==> config.mk <==
export PLATFORM = sky130hd
export DESIGN_NAME = hrange_arbiter
export DESIGN_NICKNAME = d
export VERILOG_FILES = /design/src/rtl/hrange_arbiter.sv
export SDC_FILE = /design/constraint.sdc
export NUM_CORES = 1
export LEC_CHECK = 0
export ABC_CLOCK_PERIOD_IN_PS = 3200
export CORE_AREA = 2 2 236 238
export CTS_BUF_LIST = sky130_fd_sc_hd__clkbuf_8
export DETAILED_ROUTE_END_ITERATION = 12
export DIE_AREA = 0 0 238 240
export PLACE_DENSITY_LB_ADDON = 0.3
export SLEW_MARGIN = 20
export SYNTH_ARGS = -nofsm -noshare
export SYNTH_HDL_FRONTEND = slang
export SYNTH_SLANG_ARGS = --single-unit
==> constraint.sdc <==
create_clock -name _clock -period 3.2 [get_ports _clock]
set_clock_uncertainty 0.15 [all_clocks]
set_input_delay 0.32 -clock _clock [delete_from_list [all_inputs] [get_ports _clock]]
set_output_delay 0.32 -clock _clock [all_outputs]
set_load 0.02 [all_outputs]
==> src/rtl/hrange_arbiter.sv <==
// Round-robin front end that shares a single hrange generator core among NREQ requesters.
// Jobs run one at a time; yielded values and the done pulse are routed back to the granted requester.
module hrange_arbiter #(
  parameter int NREQ = 4,
  parameter int W    = 32
) (
  input  logic              _clock,
  input  logic              _reset_n,
  input  logic [NREQ-1:0]   req_valid,
  output logic [NREQ-1:0]   req_ready,
  input  logic [NREQ*W-1:0] req_base,
  input  logic [NREQ*W-1:0] req_limit,
  input  logic [NREQ*W-1:0] req_step,
  output logic [W-1:0]      out_data,
  output logic [NREQ-1:0]   out_valid,
  input  logic [NREQ-1:0]   out_ready,
  output logic [NREQ-1:0]   out_done,
  output logic              busy,
  output logic [31:0]       yield_cnt,
  output logic [W-1:0]      gen_base,
  output logic [W-1:0]      gen_limit,
  output logic [W-1:0]      gen_step,
  output logic              gen_start,
  output logic              gen_reset,
  output logic              gen_ready,
  input  logic              gen_valid,
  input  logic              gen_done,
  input  logic [W-1:0]      gen_0
);

  localparam int IW = (NREQ > 1) ? $clog2(NREQ) : 1;

  typedef enum logic [1:0] {
    IDLE,
    START,
    RUN
  } state_e;

  state_e          state_q, state_d;
  logic [IW-1:0]   rr_ptr_q, rr_ptr_d;
  logic [IW-1:0]   grant_q, grant_d;
  logic [W-1:0]    base_q, base_d;
  logic [W-1:0]    limit_q, limit_d;
  logic [W-1:0]    step_q, step_d;
  logic [31:0]     yield_q, yield_d;
  logic [NREQ-1:0] done_q, done_d;
  logic            done_seen_q, done_seen_d;

  logic [IW-1:0]   winner;
  logic [IW-1:0]   cand_idx;
  logic [IW-1:0]   next_ptr;
  logic            found;
  int              cand;

  // Rotating priority search starting at rr_ptr, wrapping modulo NREQ.
  always_comb begin
    winner   = '0;
    found    = 1'b0;
    cand     = 0;
    cand_idx = '0;
    for (int k = 0; k < NREQ; k++) begin
      cand = int'(rr_ptr_q) + k;
      if (cand >= NREQ) cand = cand - NREQ;
      cand_idx = IW'(cand);
      if (!found && req_valid[cand_idx]) begin
        winner = cand_idx;
        found  = 1'b1;
      end
    end
  end

  assign next_ptr = (grant_q == IW'(NREQ - 1)) ? '0 : grant_q + 1'b1;

  always_comb begin
    state_d     = state_q;
    rr_ptr_d    = rr_ptr_q;
    grant_d     = grant_q;
    base_d      = base_q;
    limit_d     = limit_q;
    step_d      = step_q;
    yield_d     = yield_q;
    done_d      = '0;
    done_seen_d = done_seen_q;
    req_ready   = '0;
    out_valid   = '0;
    out_data    = '0;
    gen_start   = 1'b0;
    gen_ready   = 1'b0;
    busy        = 1'b0;

    unique case (state_q)
      IDLE: begin
        if (found && _reset_n) begin
          req_ready[winner] = 1'b1;
          grant_d           = winner;
          base_d            = req_base[winner*W +: W];
          limit_d           = req_limit[winner*W +: W];
          step_d            = req_step[winner*W +: W];
          yield_d           = '0;
          done_seen_d       = 1'b0;
          state_d           = START;
        end
      end
      START: begin
        gen_start = 1'b1;
        busy      = 1'b1;
        state_d   = RUN;
      end
      RUN: begin
        busy               = 1'b1;
        gen_ready          = out_ready[grant_q];
        out_valid[grant_q] = gen_valid;
        out_data           = gen_0;
        if (gen_valid && out_ready[grant_q]) yield_d = yield_q + 32'd1;
        // A done that coincides with a stalled beat is remembered until that beat drains.
        if ((gen_done || done_seen_q) && !(gen_valid && !out_ready[grant_q])) begin
          done_d[grant_q] = 1'b1;
          rr_ptr_d        = next_ptr;
          done_seen_d     = 1'b0;
          state_d         = IDLE;
        end else if (gen_done) begin
          done_seen_d = 1'b1;
        end
      end
      default: state_d = IDLE;
    endcase
  end

  always_ff @(posedge _clock) begin
    if (!_reset_n) begin
      state_q     <= IDLE;
      rr_ptr_q    <= '0;
      grant_q     <= '0;
      base_q      <= '0;
      limit_q     <= '0;
      step_q      <= '0;
      yield_q     <= '0;
      done_q      <= '0;
      done_seen_q <= 1'b0;
    end else begin
      state_q     <= state_d;
      rr_ptr_q    <= rr_ptr_d;
      grant_q     <= grant_d;
      base_q      <= base_d;
      limit_q     <= limit_d;
      step_q      <= step_d;
      yield_q     <= yield_d;
      done_q      <= done_d;
      done_seen_q <= done_seen_d;
    end
  end

  assign out_done  = done_q;
  assign yield_cnt = yield_q;
  assign gen_base  = base_q;
  assign gen_limit = limit_q;
  assign gen_step  = step_q;
  assign gen_reset = !_reset_n;

endmodule

==> impl_metrics.csv <==
group,metric,value,unit
clock_tree,cts_root_buf,"clkbuf_8",
detailed_routing,vias_per_cell,4.15,
power,power.density,396,nW/µm²
sta,finalMaxSlewViolations,0,
final_layout,nNetsFinal,1856,
sta,timing.final.crit_period,3.04,ns
clock_tree,clk_latency,0.51,ns
synth,yosys.area_share.simple,16.5,%
detailed_routing,wirelength,41400,µm
floorplan,start_util,14.2,%
global_route,grt_overflow,0,
clock_tree,cts_max_path_buffers,2,
floorplan,die_w,238,µm
sta,hold_violations,0,
sta,slew-limit-headroom,50.8,%
clock_tree,path_clk_slew,0.08,ns
sta,setup_viol,0,
power,clkPwrFrac,24.8,%
synth,synth_mux_area_share,25.3,%
power,net-switching-power,2.06,mW
global_route,antenna_found_initial,12,
synth,syn_avg_cell_area,9.31,µm²
critical_path,cp_max_fo,5,
detailed_routing,ant_nets,0,
synth,synth_top_cells_by_area,"dfxtp_1 (36%), mux2i_1 (25%), o221ai_1 (11%)",
sta,worst_pin_slew,0.738,ns
clock_tree,cts_tree,"done",
global_route,grt_pass1_vias,9044,
critical_path,cp.arrival,2.57,ns
power,p_comb_share,40.2,%
final_layout,final_cell_area,15200,µm²
sta,whs,0.317,ns
critical_path,worst_path_max_delay_cell,"clkdlybuf4s50_1",
final_layout,nFillCells,5805,
synth,synth-seq-area-share,35.8,%
detailed_routing,drc,0,
synth,yosys.area.top_type_share,35.8,%
power,power_leakage,6.17,nW
sta,final.setup.tns,0,ns
synth,syn_nets,1271,
synth,async_flop_share,0,%
flow_run,drv_cap,0,
critical_path,cpPeakStageDelay,0.61,ns
critical_path,crit_chain,"clkdlybuf4s50_1 -> nor2b_1 -> o21ai_0 -> o21ai_0 -> or3_1 -> nor2_1 -> clkdlybuf4s50_1",
detailed_routing,via_count,8874,
synth,ys_types,45,
placement,place_congestion,0.828,
power,internal-power,3.96,mW
global_route,grt_pass1_wl,59000,µm
power,swShare,34.2,%
clock_tree,cts_setup_buffers,0,
synth,synth_xor_area_share,1.80,%
placement,place_area,14800,µm²
detailed_routing,dr.pass1.iters,4,
floorplan,rows,86,
critical_path,crit_family,"buffers and inverters",
power,peakVddDrop,222,µV
synth,synth-adder-area-share,1.29,%
floorplan,num_io_pins,604,
clock_tree,htreeDepth,4,
final_layout,drive_above_1_share,5.17,%
sta,period_share,95.1,%
critical_path,crit_type,"in -> out",
sta,fmax,329,MHz
detailed_routing,wl_per_cell,19.4,µm
global_route,grt_max_degree,53,
final_layout,area_growth,95.1,%
synth,synth_top_family_by_area,"multiplexers",
synth,synth_largest_area_cell,"dfxtp_1",
clock_tree,clkSinkCount,139,
hold_path,hp-class,"reg -> reg",
floorplan,die_h,240,µm
clock_tree,numCtsBuffers,17,
synth,synth_flop_cell,"dfxtp_1",
synth,synth_compound_area_share,15.0,%
placement,place.port_buffers,603,
synth,synth_seq_cells,139,
detailed_routing,drt-initial-drc-count,322,
floorplan,core-area,54700,µm²
final_layout,utilization,27.8,%
critical_path,critPathLaunchType,"input pin",
global_route,grt_use_total,14.1,%
power,total_power,6.01,mW
synth,syn_area,7780,µm²
placement,hpwl,32800,µm
synth,synthCells,835,
floorplan,dieArea,57100,µm²
status,status,"finished clean",
synth,yosysWarnings,0,
critical_path,cp.required,2.73,ns
synth,synth-edff-count,0,
sta,rsz0062_at_grt,"false",
critical_path,crit_path_end_kind,"output pin",
critical_path,critPathBufInv,2,
power,seqPwrFrac,35.1,%
==> stage by stage <==
step,std cells,setup slack [ns]
floorplan,835,1.16
global placement,2105,0.148
detailed placement,2105,0.138
CTS,2136,0.0415
global route,2138,0.0167
finish,2140,0.158
==> sequential cells by signal, summed over array words and instances, names as in the netlist <==
name	cells
done_seen_q	1
gen_step	32
yield_cnt	32
gen_limit	32
grant_q	2
out_done	4
rr_ptr_q	2
gen_base	32
state_q	2
==> logic make-up (layout without fill, tap and decap cells) <==
group | Yosys count | in the layout
AOI/OAI and AO/OA | 149 | 149
xor gates and xnor gates | 16 | 16
adders and majority gates | 8 | 8
buffers and inverters | 76 | 673
DFF | 139 | 139
muxes | 195 | 195
other | 0 | 4
and+or+nand+nor | 252 | 252
==> placed cells by master, fill, tap and decap left out, drive strengths merged, types with 2 or more instances in the layout <==
cell / count
clkdlybuf4s50: 603
mux2i: 194
dfxtp: 139
nand2: 116
o221ai: 98
and2: 38
nor2: 30
buf: 27
a21oi: 22
clkbuf: 21
o21ai: 18
nand3: 15
or3: 15
inv: 13
xor2: 12
nand4: 12
ha: 8
and3: 6
clkinv: 6
nor2b: 5
diode: 4
xnor2: 4
a21o: 3
or4: 3
nor3: 3
nor4: 2
o31ai: 2
nand4b: 2
and4: 2
clkinvlp: 2
==> cell usage after synthesis (4+ instances only) <==
cell type,instances
xor2_1,12
nor2_1,30
nand2_1,115
o221ai_1,97
and3_1,6
dfxtp_1,139
a21oi_1,22
inv_1,11
nor2b_1,5
clkbuf_1,22
nand3_1,15
mux2i_1,194
nand4_1,10
and2_1,38
ha_1,8
or3_1,15
o21ai_0,17
buf_2,38
xnor2_1,4
==> tightest hold or removal path: stages, from the launching register on <==
cell	delay, ns
dfxtp_1	0.33
nand2_1	0.05
o221ai_1	0.05
==> power groups by stage <==
| stage | combinational (mW) | sequential, mW | clock [mW] |
|---|---|---|---|
| 2_1_floorplan | 0.770 | 2.41 | 0 |
| 5_1_grt | 2.57 | 2.14 | 1.65 |
| 6_report | 2.42 | 2.11 | 1.49 |
| 3_3_place_gp | 2.43 | 2.14 | 0 |
| 3_5_place_dp | 2.44 | 2.14 | 0 |
| 4_1_cts | 2.45 | 2.11 | 1.61 |
==> cell type report <==
class                      instances  area, µm²  area share [%]
antenna                            4       10.0          0.0660
clock buffer                      21        289            1.90
clock inverter                    10       91.3           0.602
inverter                          12       45.0           0.297
multi-input combinational        620       4690            30.9
sequential                       139       2780            18.3
tap                              704        881            5.80
timing repair buffer             630       6390            42.1
==> per-layer routing <==
layer | global-route usage, % | vias to the layer above | share of wire, % | wire length [µm]
li1 | - | 4279 | - | -
met1 | 14.7 | 4156 | 37 | 15300
met2 | 26.3 | 397 | 53 | 21700
met3 | 5.24 | 40 | 8.7 | 3600
met4 | 3.84 | 2 | 1.7 | 719
met5 | 0 | - | 0.031 | 13
==> final timing paths <==
path                 from       endpoint  slack, ns  cells past startpoint
max reg2reg    grant_q[0]  yield_cnt[12]       0.88                      6
min          gen_base[14]   gen_base[14]       0.32                      2
max          req_valid[2]   req_ready[3]       0.16                      7
min reg2reg  gen_base[14]   gen_base[14]       0.32                      2
==> what timing repair did <==
action	4_1_cts	5_1_grt
gates resized for setup	0	1
endpoints found under the setup margin	0	2
hold buffers	0	0
Power figures use the tool's default switching activity.
